[src/rtl/connect4_game_ctrl.sv]
// Connect4 game engine: board, turns, move validation, turn timer, win/draw detection.
// Optional: define CONNECT4_AUTO_DROP_EN so a turn timeout plays the leftmost open column.
module connect4_game_ctrl #(
  parameter int unsigned TICKS_PER_SEC = 50_000_000,
  parameter int unsigned TURN_SECONDS  = 9
) (
  input  logic                  clk,
  input  logic                  rst_n,
  input  logic                  start,
  input  logic [2:0]            col_sel,
  input  logic                  drop,
  output logic [1:0][5:0][6:0]  board,
  output logic [1:0]            game_state,
  output logic [1:0]            current_player,
  output logic [3:0]            turn_timer,
  output logic                  move_rejected
);

  localparam int unsigned     PW         = (TICKS_PER_SEC > 1) ? $clog2(TICKS_PER_SEC) : 1;
  localparam logic [PW-1:0]   PRESC_MAX  = PW'(TICKS_PER_SEC - 1);
  localparam logic [3:0]      TIMER_INIT = 4'(TURN_SECONDS);

  typedef enum logic [2:0] {
    S_MENU,
    S_WAIT,
    S_PLACE,
    S_CHECK,
    S_WIN,
    S_DRAW
  } state_e;

  state_e        state_q, state_d;
  logic [1:0]    cell_q [0:5][0:6];
  logic [1:0]    cell_d [0:5][0:6];
  logic [1:0]    player_q, player_d;
  logic [3:0]    timer_q, timer_d;
  logic [PW-1:0] presc_q, presc_d;
  logic [5:0]    moves_q, moves_d;
  logic [2:0]    row_q, row_d;
  logic [2:0]    col_q, col_d;
  logic          rej_q, rej_d;

  logic [2:0]    col_safe;
  logic [2:0]    land_row;
  logic          legal;
  logic          win;
  logic          tick;
  logic          timeout;

  function automatic logic [1:0] other(input logic [1:0] p);
    return (p == 2'b01) ? 2'b10 : 2'b01;
  endfunction

  always_comb begin
    col_safe = (col_sel <= 3'd6) ? col_sel : 3'd0;
    legal    = (col_sel <= 3'd6) && (cell_q[0][col_safe] == 2'b00);
    land_row = '0;
    for (int unsigned r = 0; r < 6; r++) begin
      if (cell_q[r][col_safe] == 2'b00) land_row = 3'(r);
    end
  end

`ifdef CONNECT4_AUTO_DROP_EN
  logic [2:0] auto_col;
  logic [2:0] auto_row;

  // Scan right-to-left so the last hit is the leftmost open column.
  always_comb begin
    auto_col = '0;
    for (int unsigned c = 7; c > 0; c--) begin
      if (cell_q[0][c-1] == 2'b00) auto_col = 3'(c - 1);
    end
    auto_row = '0;
    for (int unsigned r = 0; r < 6; r++) begin
      if (cell_q[r][auto_col] == 2'b00) auto_row = 3'(r);
    end
  end
`endif

  // Empty cells never equal player_q, so only the mover's tokens can match.
  always_comb begin
    win = 1'b0;
    for (int unsigned r = 0; r < 6; r++) begin
      for (int unsigned c = 0; c < 4; c++) begin
        if (cell_q[r][c] == player_q && cell_q[r][c+1] == player_q &&
            cell_q[r][c+2] == player_q && cell_q[r][c+3] == player_q) win = 1'b1;
      end
    end
    for (int unsigned r = 0; r < 3; r++) begin
      for (int unsigned c = 0; c < 7; c++) begin
        if (cell_q[r][c] == player_q && cell_q[r+1][c] == player_q &&
            cell_q[r+2][c] == player_q && cell_q[r+3][c] == player_q) win = 1'b1;
      end
    end
    for (int unsigned r = 0; r < 3; r++) begin
      for (int unsigned c = 0; c < 4; c++) begin
        if (cell_q[r][c] == player_q && cell_q[r+1][c+1] == player_q &&
            cell_q[r+2][c+2] == player_q && cell_q[r+3][c+3] == player_q) win = 1'b1;
        if (cell_q[r][c+3] == player_q && cell_q[r+1][c+2] == player_q &&
            cell_q[r+2][c+1] == player_q && cell_q[r+3][c] == player_q) win = 1'b1;
      end
    end
  end

  always_comb begin
    state_d  = state_q;
    cell_d   = cell_q;
    player_d = player_q;
    timer_d  = timer_q;
    presc_d  = presc_q;
    moves_d  = moves_q;
    row_d    = row_q;
    col_d    = col_q;
    rej_d    = 1'b0;
    tick     = (presc_q == PRESC_MAX);
    timeout  = 1'b0;

    case (state_q)
      S_MENU: ;
      S_WAIT: begin
        presc_d = tick ? '0 : presc_q + 1'b1;
        if (tick) begin
          if (timer_q != 4'd0) timer_d = timer_q - 4'd1;
          else                 timeout = 1'b1;
        end
        if (drop && legal) begin
          row_d   = land_row;
          col_d   = col_sel;
          state_d = S_PLACE;
        end else begin
          if (drop) rej_d = 1'b1;
          if (timeout) begin
`ifdef CONNECT4_AUTO_DROP_EN
            row_d   = auto_row;
            col_d   = auto_col;
            state_d = S_PLACE;
`else
            player_d = other(player_q);
            timer_d  = TIMER_INIT;
`endif
          end
        end
      end
      S_PLACE: begin
        cell_d[row_q][col_q] = player_q;
        moves_d              = moves_q + 6'd1;
        state_d              = S_CHECK;
      end
      S_CHECK: begin
        if (win) begin
          state_d = S_WIN;
        end else if (moves_q == 6'd42) begin
          state_d = S_DRAW;
        end else begin
          player_d = other(player_q);
          timer_d  = TIMER_INIT;
          presc_d  = '0;
          state_d  = S_WAIT;
        end
      end
      S_WIN, S_DRAW: ;
      default: state_d = S_MENU;
    endcase

    if (start) begin
      cell_d   = '{default: '0};
      moves_d  = '0;
      presc_d  = '0;
      player_d = 2'b01;
      timer_d  = TIMER_INIT;
      rej_d    = 1'b0;
      state_d  = S_WAIT;
    end
  end

  always_ff @(posedge clk or negedge rst_n) begin
    if (!rst_n) begin
      state_q  <= S_MENU;
      cell_q   <= '{default: '0};
      player_q <= 2'b01;
      timer_q  <= TIMER_INIT;
      presc_q  <= '0;
      moves_q  <= '0;
      row_q    <= '0;
      col_q    <= '0;
      rej_q    <= 1'b0;
    end else begin
      state_q  <= state_d;
      cell_q   <= cell_d;
      player_q <= player_d;
      timer_q  <= timer_d;
      presc_q  <= presc_d;
      moves_q  <= moves_d;
      row_q    <= row_d;
      col_q    <= col_d;
      rej_q    <= rej_d;
    end
  end

  // board is bit-plane packed: board[b][r][c] is bit b of cell (r,c).
  for (genvar r = 0; r < 6; r++) begin : g_row
    for (genvar c = 0; c < 7; c++) begin : g_col
      assign board[0][r][c] = cell_q[r][c][0];
      assign board[1][r][c] = cell_q[r][c][1];
    end
  end

  always_comb begin
    game_state = 2'b01;
    case (state_q)
      S_MENU:  game_state = 2'b00;
      S_WIN:   game_state = 2'b10;
      S_DRAW:  game_state = 2'b11;
      default: ;
    endcase
  end

  assign current_player = player_q;
  assign turn_timer     = timer_q;
  assign move_rejected  = rej_q;

endmodule
[config.mk]
export PLATFORM = sky130hd
export DESIGN_NAME = connect4_game_ctrl
export DESIGN_NICKNAME = d
export VERILOG_FILES = /design/src/rtl/connect4_game_ctrl.sv
export SDC_FILE = /design/constraint.sdc
export NUM_CORES = 1
export LEC_CHECK = 0
export ABC_CLOCK_PERIOD_IN_PS = 6000
export CORE_ASPECT_RATIO = 0.8
export CORE_MARGIN = 2
export CORE_UTILIZATION = 45
export DETAILED_ROUTE_END_ITERATION = 12
export PLACE_DENSITY = 0.66
export SETUP_SLACK_MARGIN = 0.05
export SLEW_MARGIN = 20
export SYNTH_ARGS = -nofsm -noshare
export SYNTH_HDL_FRONTEND = slang
export SYNTH_SLANG_ARGS = --single-unit
[constraint.sdc]
create_clock -name clk -period 6 [get_ports clk]
set_input_delay 1.5 -clock clk [delete_from_list [all_inputs] [get_ports clk]]
set_output_delay 1.5 -clock clk [all_outputs]
set_load 0.005 [all_outputs]
# After elaboration in Yosys (flattened, before gate mapping)

Index checks and enable logic that the tools add are counted.

Bits in registers: 132
Input bits: 7
Output and inout port bits: 93
Word-level logic and storage cells: 479

Add/sub/neg operators: 3
Order comparisons: 6
Equality and inequality tests: 56
Multiplexer cells: 135
Bitwise logic cells: 3
Reduce and logical (&&, ||, !) cells: 226

Operators by type and width:

| kind                                               | count |
|---|---|
| logical AND 1 bit                                  | 211 |
| two-way mux 84 bit                                 | 2 |
| two-way mux 26 bit                                 | 4 |
| bitwise mux 84 bit                                 | 1 |
| equality test 2 bit                                | 42 |
| two-way mux 1 bit                                  | 77 |
| case mux 26 bit (2 select lines)                   | 1 |
| demux 14 bit (select 3 bit)                        | 1 |
| two-way mux 2 bit                                  | 20 |
| binary-select mux 2 bit (select 3 bit)             | 6 |
| two-way mux 4 bit                                  | 7 |
| adder 26 x 1 -> 26 bit, second input constant      | 1 |
| equality test 26 bit, second input constant        | 1 |
| two-way mux 3 bit                                  | 8 |
| inequality test 3 bit, second input constant       | 5 |
| two-way mux 14 bit                                 | 1 |
| >= comparator 4 bit, second input constant         | 3 |
| logical NOT 2 bit                                  | 6 |
| two-way mux 6 bit                                  | 2 |
| NOT 3 -> 4 bit                                     | 3 |
| case mux 3 bit (4 select lines)                    | 1 |
| < comparator 4 x 1 -> 1 bit, second input constant | 2 |
| case mux 4 bit (2 select lines)                    | 1 |
| adder 6 x 1 -> 6 bit, second input constant        | 1 |
| other kinds (19)                                   | 22 |

# Depth between registers and ports, before layout

Gate-level depths: netlist (run 1).

Word-level depth: 76
Gate-level depth with buffers: 12
Depth with buffers taken out: 9

# Least setup slack after synthesis (run 1)

No wires, ideal clock.

Path kind: input to register
Start point: input port col_sel[1]
End point: register player_q[1], in the netlist current_player[1]
Setup time: 64 ps
Data arrival time: 3536 ps
Required time: 5936 ps
Setup slack: 2400 ps
Cell stages on the path: 10
Cells stage by stage: buf_2 a21bo_2 buf_4 mux2_1 mux4_2 nand2_2 and3_1 o21ai_0 and4bb_2 a31o_2

Word-level cells in the longest chain between the ends: 11

RTL lines:

| item                                   | RTL line | RTL |
|---|---|---|
| from (decl)                            | 10       | `input logic [2:0] col_sel,` |
| less-or-equal comparator 3 bit         | 55, 56   |  |
| two-way mux 3 bit                      | 55       | `col_safe = (col_sel <= 3'd6) ? col_sel : 3'd0;` |
| NOT 3 -> 4 bit (implied by the code)   | 56       | `legal = (col_sel <= 3'd6) && (cell_q[0][col_safe] == 2'b00);` |
| binary-select mux 2 bit (select 3 bit) | -        |  |
| two-way mux 2 bit (2 in series)        | -        |  |
| logical NOT 2 bit                      | -        |  |
| logical AND 1 bit *                    | 56       |  |
| logical AND 1 bit *                    | 126      | `if (drop && legal) begin` |
| inequality test 3 bit (no line) *      | -        |  |
| AND reduction 5 bit (no line) *        | -        |  |
| to (signal assigned)                   | 190      | `player_q <= player_d;` |
| to (decl)                              | 35       | `logic [1:0] player_q, player_d;` |

Mark *: on every way between the ends. The rest lies on a longest branch, timed or not. The select of a mux whose other input is x is not followed.
A chain may end at the register's enable or synchronous reset.

# Worst setup path in the final report (run 1)

Start point: input port col_sel[0]
End point: register player_q[1], in the netlist current_player[1]

The elaborated chain is that of the path after synthesis.

==> run_results.csv, run 1 <==
group,metric,value,unit
route,via_count,9376,
logic_synthesis,synth_nets,1187,
timing,finalSetupViolCount,0,
cells_and_area,layout_commonest_cell,"nand2_1",
route,detail_route.first_pass.iterations,6,
floorplanning,die_w,164,um
setup_path,r2r_slack,1.85,ns
route,finalWirelength,31.3,mm
route,ant_nets,0,
grt,grt_pass1_vias,8269,
cells_and_area,antenna_cells,0,
clock_tree,cts_resized,0,
timing,max_freq,236,MHz
clock_tree,clock_latency,0.43,ns
logic_synthesis,ys_dominant_reg_cell,"dfrtp_1",
logic_synthesis,synth.distinct_cells,68,
place,io_buffers,99,
floorplanning,io_pins,100,
clock_tree,cts_tree,"yes",
clock_tree,clkSlewWorstSetupHoldPaths,0.06,ns
worst_hold_path,min_to,"presc_q[21]$_DFFE_PN0P_",
setup_path,r2r_end,"turn_timer[1]$_DFFE_PN0P_",
grt,grtUsageTotal,28.8,%
setup_path,r2r_cells,10,
setup_path,start_kind,"input pin",
timing,finalCritPeriodShare,70.6,%
route,drc_errors,0,
floorplanning,std_cell_rows,46,
timing,skew,0.0111,ns
worst_hold_path,hp-class,"reg -> reg",
logic_synthesis,synth-edff-count,0,
grt,grt_first_pass_wirelength,48.6,mm
grt,overflow,0,
logic_synthesis,ys_warn_count,0,
place,routabilityCongestion,1.02,
cells_and_area,nets,1220,
timing,worst_pin_slew,1.06,ns
setup_path,cp_max_fo,18,
power_and_ir_drop,powerDensity,325,nW/um2
clock_tree,clock-sinks,132,
route,wl_per_cell,21.1,um
run_status,status,"finished clean",
timing,hold_viol,0,
route,routed_via_density,6.32,
worst_hold_path,hold_path_depth,1,
clock_tree,post_cts.repair.setup_buffers,0,
job,drv_cap,0,
floorplanning,die_h,132,um
logic_synthesis,postSynthAreaPerCell,7.88,um2
logic_synthesis,synthArstFlopShare,100,%
logic_synthesis,synth-seq-cells,132,
cells_and_area,layout_common_cells,"163 x nand2_1, 128 x dfrtp_1, 109 x a21oi_1, 97 x clkdlybuf4s50_1, 89 x nand3_1",
setup_path,crit_path_end_kind,"register",
clock_tree,cts-root-buf,"clkbuf_16",
setup_path,critical_path_arrival,4.60,ns
floorplanning,die_area,21800,um2
cells_and_area,syn2layout_area_growth,18.2,%
route,dr.first_iter.drc_count,1063,
clock_tree,clock_path_buffers,2,
cells_and_area,layout-drive-gt1-share,6.89,%
timing,period_needed,4.24,ns
timing,slew_viol_final,0,
logic_synthesis,netlist_instances,1176,
grt,grt_max_degree,98,
worst_hold_path,hold_path_startpoint,"presc_q[21]$_DFFE_PN0P_",
power_and_ir_drop,p_total,3.56,mW
logic_synthesis,syn_area,9270,um2
setup_path,critPathKind,"in -> reg",
clock_tree,hold_buffers,0,
clock_tree,htree_levels,4,
power_and_ir_drop,irDropWorstVdd,239,uV
power_and_ir_drop,p_leak,4.20,nW
logic_synthesis,synth-seq-area-share,35.7,%
floorplanning,start_util,46.3,%
setup_path,crit_required,6.36,ns
place,dp_hpwl,20.9,mm
timing,slew_headroom,29.6,%
clock_tree,cts_made_buffers,17,
setup_path,r2r-start,"current_player[1]$_DFFE_PN0P_",
floorplanning,design.core.area,20000,um2
setup_path,cp-startpoint,"col_sel[0]",
timing,setup_tns,0,ns
cells_and_area,fill_cells,1891,
timing,rsz0062_at_grt,"no",
grt,antenna_found_initial,0,
==> flip-flops by register name (all words and copies together) (netlist names) <==
register,flops
current_player,2
col_q,3
board,84
turn_timer,4
state_q,3
row_q,3
move_rejected,1
moves_q,6
presc_q,26
==> kinds of logic (layout without fill, tap and decap cells) <==
family,after synthesis,count (layout),synth area share (%)
adders and majority gates,4,4,0.540
DFF,132,132,35.7
AOI/OAI and AO/OA,264,264,17.5
muxes,26,26,3.31
buffers and inverters,119,163,5.60
xor gates and xnor gates,75,75,7.08
and+or+nand+nor,556,556,30.3
==> cells in the mapped netlist, types with 15 or more instances <==
library cell  number  area, um2
a21oi_1          109        546
and3_1            53        332
inv_1             15       56.3
and4_1            18        158
o22ai_1           38        238
dfrtp_1          129       3230
o21ai_0           17       85.1
xnor2_1           67        587
nor2_1            64        240
nor3_1            79        395
nor4_1            29        181
buf_2             19       95.1
nand2_1          163        612
nand3_1           89        445
mux2i_1           16        160
a31oi_1           23        144
clkbuf_1          66        248
==> metal layers <==
metal  GRT usage, %  up-vias  routed length, um
met1           44.4     4535              14600
met5              0        -                  0
li1               -     4356                  -
met2           38.7      438              13100
met4           8.70        0                688
met3           7.71       47               2930
==> critical path, stage by stage <==
cell and delay (ns):
clkdlybuf4s50_1 0.74, a21bo_2 0.63, mux2_1 0.36, mux4_2 0.50, nand2_2 0.13, and3_1 0.22, o21ai_0 0.09, and4bb_2 0.32
a31o_2 0.11
==> layout make-up <==
class	count	area, um2	area share (%)
inverters	16	60.1	0.548
clock inverters	12	179	1.63
multi-input cells	925	5500	50.2
flip-flops and latches	132	3310	30.2
clock buffers	18	439	4.01
well taps	264	330	3.01
repair buffers	117	1130	10.4
==> per-stage QoR <==
step	instances	setup WS [ns]	hold slack [ns]	instance area, um2	util [%]
floorplan	1176	2.40	0.443	9270	-
global placement	1454	1.48	0.465	10300	51.6
detailed placement	1454	1.34	0.488	10300	51.6
CTS	1484	1.78	0.501	11000	54.7
global route	1484	1.63	0.513	11000	54.7
finish	1484	1.76	0.497	11000	54.7
==> worst max path at each step <==
stage / endpoint / cells past startpoint / slack (ns)
2_1_floorplan: current_player[1]$_DFFE_PN0P_ / 10 / 2.40
3_3_place_gp: current_player[1]$_DFFE_PN0P_ / 9 / 1.48
3_5_place_dp: current_player[1]$_DFFE_PN0P_ / 9 / 1.34
4_1_cts: current_player[1]$_DFFE_PN0P_ / 9 / 1.78
5_1_grt: current_player[1]$_DFFE_PN0P_ / 9 / 1.63
6_report: current_player[1]$_DFFE_PN0P_ / 9 / 1.76
==> report_power, final <==
part           internal, mW  switching (mW)  total, mW
registers             0.937           0.225       1.16
clock network         0.703           0.419       1.12
logic                 0.497           0.777       1.27
(Power assumes the default switching activity.)
==> inputs of run 2 (changes only) <==
ABC_CLOCK_PERIOD_IN_PS = 3900   (was 6000)
clock period = 3.9 ns   (was 6 ns; I/O delays follow)
==> run_results.csv, run 2 (synthesis results as in run 1) <==
group,metric,value,unit
floorplanning,die_h,132,um
clock_tree,clock-sinks,132,
power_and_ir_drop,pwr-share-comb,38.2,%
floorplanning,start_util,46.3,%
cells_and_area,antenna_cells,0,
timing,worst_pin_slew,0.997,ns
place,io_buffers,99,
run_status,status,"finished clean",
timing,slew_viol_final,0,
cells_and_area,regArea,3310,um2
timing,hold_viol,0,
route,drc_errors,0,
setup_path,cp-startpoint,"current_player[1]$_DFFE_PN0P_",
grt,grt_max_degree,78,
power_and_ir_drop,irDropWorstVdd,254,uV
timing,setup_tns,0,ns
grt,grtUsageTotal,29.8,%
setup_path,cp_max_fo,49,
cells_and_area,stdcell_area,11200,um2
clock_tree,htree_levels,4,
clock_tree,hold_buffers,0,
floorplanning,std_cell_rows,46,
power_and_ir_drop,seqPwrFrac,30.2,%
grt,grt_first_pass_wirelength,50.1,mm
cells_and_area,layout_commonest_cell,"nand2_1",
cells_and_area,fin_util,55.7,%
floorplanning,die_w,164,um
setup_path,r2r_slack,0.43,ns
cells_and_area,multiInputGateArea,5490,um2
grt,antenna_found_initial,0,
worst_hold_path,hp-class,"reg -> reg",
clock_tree,cts_made_buffers,17,
setup_path,crit_path_end_kind,"register",
floorplanning,die_area,21800,um2
route,finalWirelength,32.0,mm
cells_and_area,syn2layout_area_growth,20.3,%
timing,rsz0062_at_grt,"no",
place,dp_hpwl,22.1,mm
place,routabilityCongestion,0.993,
route,dr.first_iter.drc_count,1202,
cells_and_area,layout_common_cells,"163 x nand2_1, 128 x dfrtp_1, 109 x a21oi_1, 97 x clkdlybuf4s50_1, 89 x nand3_1",
route,wl_per_cell,21.3,um
timing,skew,0.0112,ns
power_and_ir_drop,p_clk_share,31.6,%
route,detail_route.first_pass.iterations,5,
route,via_count,9542,
grt,grt_pass1_vias,8543,
setup_path,critPathKind,"reg -> reg",
cells_and_area,layout-drive-gt1-share,8.39,%
timing,finalCritPeriodShare,89.0,%
clock_tree,clock_path_buffers,2,
timing,finalSetupViolCount,0,
worst_hold_path,hold_path_depth,1,
clock_tree,clock_latency,0.43,ns
cells_and_area,largest_register_ffs,84,
timing,timing.hold.ws,0.494,ns
grt,overflow,0,
setup_path,crit_required,4.22,ns
power_and_ir_drop,p_leak,4.32,nW
route,ant_nets,0,
clock_tree,clkSlewWorstSetupHoldPaths,0.06,ns
power_and_ir_drop,powerDensity,504,nW/um2
place,place_ws,0.288,ns
clock_tree,cts_tree,"yes",
cells_and_area,nets,1239,
setup_path,start_kind,"register",
power_and_ir_drop,p_int,3.42,mW
clock_tree,cts_resized,0,
setup_path,r2r_end,"presc_q[12]$_DFFE_PN0P_",
setup_path,critical_path_arrival,3.79,ns
timing,max_freq,288,MHz
route,routed_via_density,6.34,
floorplanning,design.core.area,20000,um2
place,dpl_cell_area,10500,um2
cells_and_area,fill_cells,1845,
power_and_ir_drop,p_switching,2.20,mW
floorplanning,io_pins,100,
clock_tree,post_cts.repair.setup_buffers,0,
timing,period_needed,3.47,ns
timing,slew_headroom,33.3,%
timing,setup_ws,0.431,ns
job,drv_cap,0,
setup_path,r2r_cells,10,
setup_path,worst_setup_path_endpoint,"presc_q[12]$_DFFE_PN0P_",
clock_tree,cts-root-buf,"clkbuf_16",
power_and_ir_drop,sw_frac_of_total,39.1,%
setup_path,r2r-start,"current_player[1]$_DFFE_PN0P_",
## run 2: cell types whose count changed in the layout (fill, tap and decap cells not counted), sizes merged
cell      previous run  this run
buf                 20        39
clkbuf              18        20
clkinv               4         5
clkinvlp             3         1
## run 2: power groups by stage
stage	Combinational, mW	Clock (mW)	Sequential (mW)
after global placement	2.07	0	1.70
after global routing	2.31	1.86	1.71
after floorplan	1.65	0	1.50
final	2.15	1.77	1.69
after detailed placement	2.08	0	1.71
after CTS	2.10	1.79	1.69
## run 2: final cells by class
cell class	instances	area share, %
multi-input combinational	925	49.3
sequential	132	29.7
timing repair buffer	136	11.8
clock buffer	20	4.18
tap	264	2.96
clock inverter	11	1.55
inverter	16	0.538
## run 2: critical path, stage by stage, from the launching register on
cell and delay [ns]:
dfrtp_4 0.83, buf_12 0.29, nor3_1 0.09, o22ai_1 0.39, o32ai_1 0.16, nor4_1 0.35
nand4_1 0.29, o31ai_4 0.43, buf_12 0.23, a21oi_1 0.08, a41o_1 0.20
## run 2: per-stage QoR
step                std cells  power, mW
floorplan                1176       3.15
detailed placement       1473       3.79
global route             1504       5.88
finish                   1504       5.62
CTS                      1504       5.58
global placement         1473       3.78
## run 2: routing by layer
metal  global-route usage (%)  vias to the layer above  share of wire [%]
met4                     7.20                        0                1.7
met1                     45.3                     4640                 47
li1                         -                     4393                  -
met5                        0                        -                  0
met3                     6.76                       42                9.3
met2                     42.4                      467                 42
## run 2: worst min-delay path by stage
stage / startpoint / end / slack (ns)
floorplan: presc_q[21]$_DFFE_PN0P_ / presc_q[21]$_DFFE_PN0P_ / 0.44
global placement: presc_q[21]$_DFFE_PN0P_ / presc_q[21]$_DFFE_PN0P_ / 0.47
detailed placement: presc_q[21]$_DFFE_PN0P_ / presc_q[21]$_DFFE_PN0P_ / 0.48
CTS: presc_q[21]$_DFFE_PN0P_ / presc_q[21]$_DFFE_PN0P_ / 0.49
global route: presc_q[25]$_DFFE_PN0P_ / presc_q[25]$_DFFE_PN0P_ / 0.54
finish: presc_q[21]$_DFFE_PN0P_ / presc_q[21]$_DFFE_PN0P_ / 0.49
==> inputs of run 3 (changes only) <==
CELL_PAD_IN_SITES_DETAIL_PLACEMENT = 2   (was default)
CELL_PAD_IN_SITES_GLOBAL_PLACEMENT = 2   (was default)
CORE_UTILIZATION = 34   (was 45)
CTS_CLUSTER_DIAMETER = 200   (was default)
PLACE_DENSITY = default   (was 0.66)
PLACE_DENSITY_LB_ADDON = 0.1   (was default)
==> run_results.csv, run 3 (synthesis results as in run 1) <==
group,metric,value,unit
setup_path,r2r_end,"presc_q[12]$_DFFE_PN0P_",
grt,grt.busiest_layer,"met2",
power_and_ir_drop,p_leak,4.37,nW
worst_hold_path,hold_path_depth,1,
floorplanning,design.core.area,27000,um2
cells_and_area,largest_register_ffs,84,
cells_and_area,nets,1252,
power_and_ir_drop,powerDensity,508,nW/um2
run_status,status,"finished clean",
timing,hold_viol,0,
grt,grt_first_pass_wirelength,61.2,mm
setup_path,critPathKind,"reg -> reg",
setup_path,crit_required,4.23,ns
grt,grt_max_degree,72,
power_and_ir_drop,p_int,3.42,mW
clock_tree,htree_levels,4,
route,drc_errors,0,
cells_and_area,syn2layout_area_growth,22.3,%
grt,overflow,0,
clock_tree,cts_resized,0,
cells_and_area,layout-drive-gt1-share,9.10,%
route,finalWirelength,39.6,mm
cells_and_area,finalNonFillerCells,1617,
setup_path,critical_path_arrival,3.86,ns
timing,max_freq,283,MHz
worst_hold_path,hold_path_startpoint,"presc_q[21]$_DFFE_PN0P_",
grt,grtUsageTotal,27.9,%
route,wl_per_cell,24.5,um
grt,gr-usage-met1,39.5,%
timing,worst_pin_slew,0.847,ns
grt,met3_usage,4.19,%
timing,slew_viol_final,0,
power_and_ir_drop,p_clk_share,29.6,%
cells_and_area,layout_commonest_cell,"nand2_1",
place,dpl_cell_area,10700,um2
power_and_ir_drop,seqPwrFrac,29.8,%
job,drv_cap,0,
route,ant_nets,0,
place,io_buffers,99,
floorplanning,std_cell_rows,54,
clock_tree,cts_tree,"yes",
power_and_ir_drop,p_switching,2.34,mW
setup_path,start_kind,"register",
timing,slew_headroom,43.5,%
clock_tree,post_cts.repair.setup_buffers,0,
timing,rsz0062_at_grt,"no",
grt,use_met2,45.2,%
grt,antenna_found_initial,1,
clock_tree,cts-root-buf,"clkbuf_16",
cells_and_area,antenna_cells,0,
route,detail_route.first_pass.iterations,5,
route,dr.first_iter.drc_count,824,
clock_tree,cts_made_buffers,17,
cells_and_area,stdcell_area,11300,um2
clock_tree,clock_path_buffers,2,
floorplanning,die_h,152,um
place,dp_hpwl,27.9,mm
worst_hold_path,min_to,"presc_q[21]$_DFFE_PN0P_",
cells_and_area,fin_util,42.0,%
power_and_ir_drop,pwr-share-comb,40.6,%
timing,period_needed,3.53,ns
timing,skew,0.0141,ns
route,via_count,9750,
timing,finalSetupViolCount,0,
clock_tree,clock_latency,0.44,ns
place,place_ws,0.275,ns
clock_tree,clock-sinks,132,
route,routed_via_density,6.03,
setup_path,r2r_slack,0.37,ns
place,routabilityCongestion,0.954,
worst_hold_path,hp-class,"reg -> reg",
clock_tree,hold_buffers,0,
place,placedCellCount,1586,
power_and_ir_drop,irDropWorstVdd,318,uV
setup_path,cp_max_fo,71,
floorplanning,start_util,34.3,%
setup_path,r2r_cells,10,
power_and_ir_drop,sw_frac_of_total,40.6,%
timing,finalCritPeriodShare,90.5,%
setup_path,r2r-start,"current_player[0]$_DFFE_PN1P_",
floorplanning,die_area,28600,um2
floorplanning,io_pins,100,
setup_path,crit_path_end_kind,"register",
grt,grt_pass1_vias,9991,
timing,setup_tns,0,ns
clock_tree,clkSlewWorstSetupHoldPaths,0.06,ns
timing,setup_ws,0.370,ns
floorplanning,die_w,189,um
cells_and_area,layout_common_cells,"163 x nand2_1, 128 x dfrtp_1, 109 x a21oi_1, 97 x clkdlybuf4s50_1, 89 x nand3_1",
run 3: changes by cell type in the layout (fill, tap and decap cells not counted), sizes merged:
cell / before / now
clkinvlp: 1 / 0
clkinv: 5 / 8
buf: 39 / 52
inv: 17 / 15
run 3: worst max path at each step:
stage                                       start                             to  slack [ns]
finish              current_player[0]$_DFFE_PN1P_        presc_q[12]$_DFFE_PN0P_        0.37
global route        current_player[0]$_DFFE_PN1P_      turn_timer[1]$_DFFE_PN0P_        0.21
CTS                 current_player[0]$_DFFE_PN1P_  current_player[1]$_DFFE_PN0P_        0.40
detailed placement                     col_sel[0]           col_q[0]$_DFFE_PN0P_        0.28
global placement                       col_sel[0]           row_q[1]$_DFFE_PN0P_        0.44
floorplan                              col_sel[1]  current_player[1]$_DFFE_PN0P_        0.83
run 3: critical path, cell delays in order (launching register included):
cell	delay (ns)
dfstp_4	1.13
buf_4	0.33
xnor2_1	0.11
a22oi_1	0.28
o22ai_1	0.14
a32oi_1	0.23
nand4_1	0.27
o31ai_4	0.35
buf_12	0.23
a21oi_1	0.10
a41o_1	0.21
run 3: metrics by stage:
| step | hold WS, ns | total power, mW |
|---|---|---|
| 6_report | 0.507 | 5.76 |
| 5_1_grt | 0.523 | 6.05 |
| 4_1_cts | 0.503 | 5.77 |
| 3_5_place_dp | 0.484 | 4.03 |
| 3_3_place_gp | 0.469 | 3.97 |
| 2_1_floorplan | 0.443 | 3.15 |
run 3: layer usage:
layer / vias to the layer above / share of wire [%]
li1: 4423 / -
met2: 242 / 46
met1: 5053 / 48
met3: 32 / 4.8
met4: 0 / 1.3
met5: - / 0
run 3: layout make-up:
type	count	area, um2
inverters	16	60.1
flip-flops and latches	132	3310
fillers	3037	15700
repair buffers	149	1420
multi-input cells	925	5490
clock inverters	11	163
clock buffers	20	437
well taps	364	455
run 3: power groups by stage:
stage	Clock [mW]	Combinational, mW	Sequential (mW)
detailed placement	0	2.30	1.74
global placement	0	2.24	1.73
global route	1.80	2.52	1.74
floorplan	0	1.65	1.50
CTS	1.75	2.32	1.71
finish	1.71	2.34	1.72
